[src/rtl/vi_pkg.sv]
// Shared definitions for the integer ALU writeback stage.
// Contents: opcode constants, XLEN, skid-buffer state encoding, the held-entry
// struct, and a helper that builds an entry from an instruction and its result.
package vi_pkg;

  localparam int XLEN  = 64;
  localparam int REG_W = 5;

  localparam logic [6:0] OP_REG = 7'b0110011;
  localparam logic [6:0] OP_IMM = 7'b0010011;

  typedef enum logic [1:0] {
    ST_EMPTY = 2'd0,
    ST_ONE   = 2'd1,
    ST_FULL  = 2'd2
  } wb_state_e;

  typedef struct packed {
    logic             we;
    logic [REG_W-1:0] rd;
    logic [XLEN-1:0]  data;
  } wb_entry_t;

  // Only register-register and register-immediate ALU ops write the register
  // file, and never x0. Every other entry still retires, with we low.
  function automatic wb_entry_t make_entry(input logic [6:0]       opcode,
                                           input logic [REG_W-1:0] rd,
                                           input logic [XLEN-1:0]  result);
    wb_entry_t e;
    e.rd   = rd;
    e.data = result;
    e.we   = ((opcode == OP_REG) || (opcode == OP_IMM)) && (rd != '0);
    return e;
  endfunction

endpackage

[src/rtl/fwd_match.sv]
// Forwarding lookup of one source register against the two held writeback entries.
// Latency: combinational. Backpressure: none, pure lookup.
// Ports: i_head_vld/i_head, i_tail_vld/i_tail held entries; i_rs query; o_hit/o_data result.
module fwd_match
  import vi_pkg::*;
(
  input  logic             i_head_vld,
  input  wb_entry_t        i_head,
  input  logic             i_tail_vld,
  input  wb_entry_t        i_tail,
  input  logic [REG_W-1:0] i_rs,
  output logic             o_hit,
  output logic [XLEN-1:0]  o_data
);

  logic w_head_hit;
  logic w_tail_hit;

  // x0 is hardwired zero, so a query of register 0 never forwards.
  assign w_head_hit = i_head_vld && i_head.we && (i_head.rd == i_rs) && (i_rs != '0);
  assign w_tail_hit = i_tail_vld && i_tail.we && (i_tail.rd == i_rs) && (i_rs != '0);

  assign o_hit  = w_head_hit || w_tail_hit;
  // The tail is the younger write, so it shadows the head.
  assign o_data = w_tail_hit ? i_tail.data :
                  w_head_hit ? i_head.data : '0;

endmodule

[src/rtl/alu_wb_stage.sv]
// Two-entry in-order skid buffer between the integer ALU and register writeback.
// Latency: 1 cycle from accept to presentation when empty. Backpressure: ready_o
// drops only when both entries are held; it depends on registered state, not wb_ready_i.
// Ports: clk_i/rsn_i (async active-high reset); valid_i/instr_i/result_i/ready_o input
// side; flush_i; wb_valid_o/wb_ready_i/wb_we_o/wb_rd_o/wb_data_o writeback side;
// fwd_rs{1,2}_i queries with fwd_hit{1,2}_o / fwd_data{1,2}_o answers.
module alu_wb_stage
  import vi_pkg::*;
(
  input  logic             clk_i,
  input  logic             rsn_i,
  input  logic             valid_i,
  input  logic [31:0]      instr_i,
  input  logic [XLEN-1:0]  result_i,
  output logic             ready_o,
  input  logic             flush_i,
  output logic             wb_valid_o,
  input  logic             wb_ready_i,
  output logic             wb_we_o,
  output logic [REG_W-1:0] wb_rd_o,
  output logic [XLEN-1:0]  wb_data_o,
  input  logic [REG_W-1:0] fwd_rs1_i,
  input  logic [REG_W-1:0] fwd_rs2_i,
  output logic             fwd_hit1_o,
  output logic             fwd_hit2_o,
  output logic [XLEN-1:0]  fwd_data1_o,
  output logic [XLEN-1:0]  fwd_data2_o
);

  wb_state_e r_state;
  wb_entry_t r_head;
  wb_entry_t r_tail;

  logic      w_head_vld;
  logic      w_tail_vld;
  logic      w_push;
  logic      w_pop;
  wb_entry_t w_new;
  logic      w_unused_instr;

  // Upper instruction bits carry operands the writeback stage does not need.
  assign w_unused_instr = ^instr_i[31:12];

  assign w_head_vld = (r_state != ST_EMPTY);
  assign w_tail_vld = (r_state == ST_FULL);

  // Held low for the whole reset window, high straight after release.
  assign ready_o = (r_state != ST_FULL) && !rsn_i;

  assign w_push = valid_i && ready_o && !flush_i;
  assign w_pop  = wb_valid_o && wb_ready_i;
  assign w_new  = make_entry(instr_i[6:0], instr_i[11:7], result_i);

  assign wb_valid_o = w_head_vld;
  assign wb_we_o    = w_head_vld && r_head.we;
  assign wb_rd_o    = w_head_vld ? r_head.rd   : '0;
  assign wb_data_o  = w_head_vld ? r_head.data : '0;

  always_ff @(posedge clk_i or posedge rsn_i) begin
    if (rsn_i) begin
      r_state <= ST_EMPTY;
      r_head  <= '0;
      r_tail  <= '0;
    end else if (flush_i) begin
      // Any same-cycle pop has already been consumed by writeback; the push is dropped.
      r_state <= ST_EMPTY;
      r_head  <= '0;
      r_tail  <= '0;
    end else begin
      case (r_state)
        ST_EMPTY: begin
          if (w_push) begin
            r_head  <= w_new;
            r_state <= ST_ONE;
          end
        end
        ST_ONE: begin
          if (w_push && !w_pop) begin
            r_tail  <= w_new;
            r_state <= ST_FULL;
          end else if (w_pop && !w_push) begin
            r_head  <= '0;
            r_state <= ST_EMPTY;
          end else if (w_push && w_pop) begin
            r_head  <= w_new;
          end
        end
        ST_FULL: begin
          // ready_o is low here, so only a pop can happen.
          if (w_pop) begin
            r_head  <= r_tail;
            r_tail  <= '0;
            r_state <= ST_ONE;
          end
        end
        default: begin
          r_state <= ST_EMPTY;
          r_head  <= '0;
          r_tail  <= '0;
        end
      endcase
    end
  end

  fwd_match u_fwd_match1 (
    .i_head_vld (w_head_vld),
    .i_head     (r_head),
    .i_tail_vld (w_tail_vld),
    .i_tail     (r_tail),
    .i_rs       (fwd_rs1_i),
    .o_hit      (fwd_hit1_o),
    .o_data     (fwd_data1_o)
  );

  fwd_match u_fwd_match2 (
    .i_head_vld (w_head_vld),
    .i_head     (r_head),
    .i_tail_vld (w_tail_vld),
    .i_tail     (r_tail),
    .i_rs       (fwd_rs2_i),
    .o_hit      (fwd_hit2_o),
    .o_data     (fwd_data2_o)
  );

endmodule

[config.mk]
export PLATFORM = sky130hd
export DESIGN_NAME = alu_wb_stage
export DESIGN_NICKNAME = d
export VERILOG_FILES = /design/src/rtl/vi_pkg.sv /design/src/rtl/fwd_match.sv /design/src/rtl/alu_wb_stage.sv
export SDC_FILE = /design/constraint.sdc
export NUM_CORES = 1
export LEC_CHECK = 0
export ABC_AREA = 0
export CAP_MARGIN = 5
export CORE_MARGIN = 10
export CORE_UTILIZATION = 48
export CTS_CLUSTER_SIZE = 12
export DETAILED_ROUTE_END_ITERATION = 10
export PLACE_DENSITY = 0.8
export SETUP_SLACK_MARGIN = 0.02
export SLEW_MARGIN = 30
export SYNTH_ARGS = -nofsm -noshare
export SYNTH_HDL_FRONTEND = slang
export SYNTH_SLANG_ARGS = --single-unit
export TNS_END_PERCENT = 20
[constraint.sdc]
create_clock -name clk_i -period 5.5 [get_ports clk_i]
set_input_delay 1.1 -clock clk_i [delete_from_list [all_inputs] [get_ports clk_i]]
set_output_delay 1.1 -clock clk_i [all_outputs]
set_load 0.02 [all_outputs]
==> metrics.txt <==
status=completed; final core utilization=67.4%; Reg clk slew, reported paths=0.06 ns; min-delay worst type=reg2reg; first-pass GRT wire length=55500 um; share of the synthesized area in the top cell type=35.3%; worst slew margin relative to its limit=41.2%; post-synthesis cell count=1133; clk_lat worst skew=0.43 ns; Sinks on Clock Net=142; CP Cell Sequence=clkdlybuf4s50_1, or4_1, nor2_1, or4_4, buf_12, mux2i_1, clkdlybuf4s50_1; Syn Nets=1244; total CTS buffers=17; Yosys cell types=43; Slew Limit Fails=0; critical path's top delay family=buffers and inverters; Global Route Usage Sum=25.8%; NumNets Final=1475; grt met1 use=32.9%; Yosys warning total=0; Slew @ Worst Pin=0.881 ns; synthesis-to-finish area growth=36.9%; CP Data Required Time=4.40 ns; Non-Filler Instances=1648; endpoints failing setup=0; final wirelength=36100 um; Die Span X=165 um; CTS H-tree depth=4; top post-synthesis cells by area=dfrtp_1 (35%), mux2i_1 (27%), nand3_1 (6.4%); DR iter-0 viols=923; synthesis-stage register bit count=142; DRC viols=0; Initial DRT Pass Iterations=6; startpoint types=primary input; Cell Rows=52; Clock Skew=0.0132 ns; grt total ovfl=0; IO Port Bufs=291; CTS Buffer Depth=2; max_cap viols=0; number of synthesized flops with an enable pin=0; Initial Utilization=49.2%; CTS Hold Bufs=0; largest net degree at the start of global routing=117; CTS Root Cell=clkbuf_16; synth cell count leaders=mux2i_1 (268), dfrtp_1 (142), nand3_1 (128); routability cong.=0.803; critical path capture point type=output port; Routed wire per std cell=21.9 um; M3 GR Usage=8.46%; total power=2810 uW; Fin Hold WS=0.488 ns; Ports=313; GR Util met2=41.3%; Placed Instances=1615; vias per cell=5.79; CTS tree=done; post-cts resize count=0; Synth Flop Type=dfrtp_1; Setup Fix Bufs, Post-CTS=0; Tmin final=4.99 ns; syn_area_per_cell=8.88 um^2; RSZ-0062 raised after global routing=no; vias in the first global route=9531; Core Footprint=20400 um^2; Worst EP arrival=3.89 ns; initial antenna violation count=0; most numerous cell in the Yosys netlist=mux2i_1; VDD IR max=0.214 mV; Vias=9546; Antenna Violating Nets Remaining=0; maximum clock frequency=200 MHz; Mapped Area=10100 um^2; chip height=165 um; Buf/Inv on CP=3; crit path kind=in2out; DP HPWL=24400 um; # fillers=1685; cell taking the most area after synthesis=dfrtp_1; highest cell delay on the worst timing path=0.67 ns; area of the die=27100 um^2; ratio of cells with drive above 1 in the final layout=5.30%; Final TNS setup=0 ns; Power Density=204 nW/um^2; sequential area share after synthesis=35.3%; worst-path cell with the longest stage delay=clkdlybuf4s50_1; Tcrit/Tclk final=90.7%; final hold violations=0; Pleak=0.00618 uW; Synth async-reset ratio=100%; Critical Path Fanout Max=31; cell mode on critical path=clkdlybuf4s50_1; GRT busiest layer=met2
power by group:
part / switching, uW / leakage [uW] / internal [uW] / total [uW]
Sequential: 64.5 / 0.00194 / 1100 / 1170
Clock: 471 / 0.000263 / 671 / 1140
Combinational: 295 / 0.00398 / 202 / 497
metal layers:
metal | vias to the layer above | share of wire [%]
met5 | - | 0
met4 | 0 | 1.5
met3 | 38 | 10
met2 | 434 | 46
met1 | 4683 | 42
li1 | 4391 | -
path summary, 6_finish.rpt:
check                              from         endpoint  slack [ns]  cells after the start
min reg2reg                  r_head[69]       r_head[69]        0.49                      1
max reg2reg                  r_state[1]       r_head[19]        2.26                      5
min                          r_head[69]       r_head[69]        0.49                      1
min in group asynchronous         rsn_i       r_tail[34]        1.34                      2
max in group asynchronous         rsn_i       r_head[28]        3.18                      3
max                        fwd_rs2_i[3]  fwd_data2_o[53]        0.51                      7
flip-flops by register name (all words and copies together) (netlist names):
signal	cells
r_head	70
r_tail	70
r_state	2
through the flow:
step | cell area, um^2 | setup WS (ns)
final | 13800 | 0.511
after global routing | 13800 | 0.425
after CTS | 13800 | 0.529
after detailed placement | 13200 | 0.567
after global placement | 13200 | 0.608
after floorplan | 10100 | 0.590
final cells by class:
type / count / area (um^2) / area share (%)
diodes: 1 / 2.50 / 0.0182
repair buffers: 319 / 3220 / 23.4
clock inverters: 12 / 138 / 1.00
inverters: 72 / 278 / 2.02
well taps: 270 / 338 / 2.45
flip-flops and latches: 142 / 3560 / 25.8
clock buffers: 20 / 437 / 3.17
multi-input cells: 812 / 5790 / 42.1
layout by cell type (no fill, tap or decap), types with 12 or more instances in the layout:
cell	netlist	routed
o2bb2ai_1	70	70
a21oi_1	72	71
buf_4	3	20
inv_1	72	71
xor2_1	12	12
mux2i_1	268	268
nand3_1	128	128
dfrtp_1	142	140
clkbuf_16	0	17
nand2_1	75	75
and2_1	69	69
clkdlybuf4s50_1	0	291
nor2_1	75	74
kinds of logic after synthesis:
logic type / synth area share, %
AO/OA/AOI/OAI: 10.5
XOR/XNOR: 1.74
AND/OR/NAND/NOR: 17.9
flip-flops: 35.3
buffers and inverters: 7.70
multiplexers: 26.8
No activity file was read; power rests on OpenSTA's default activity.
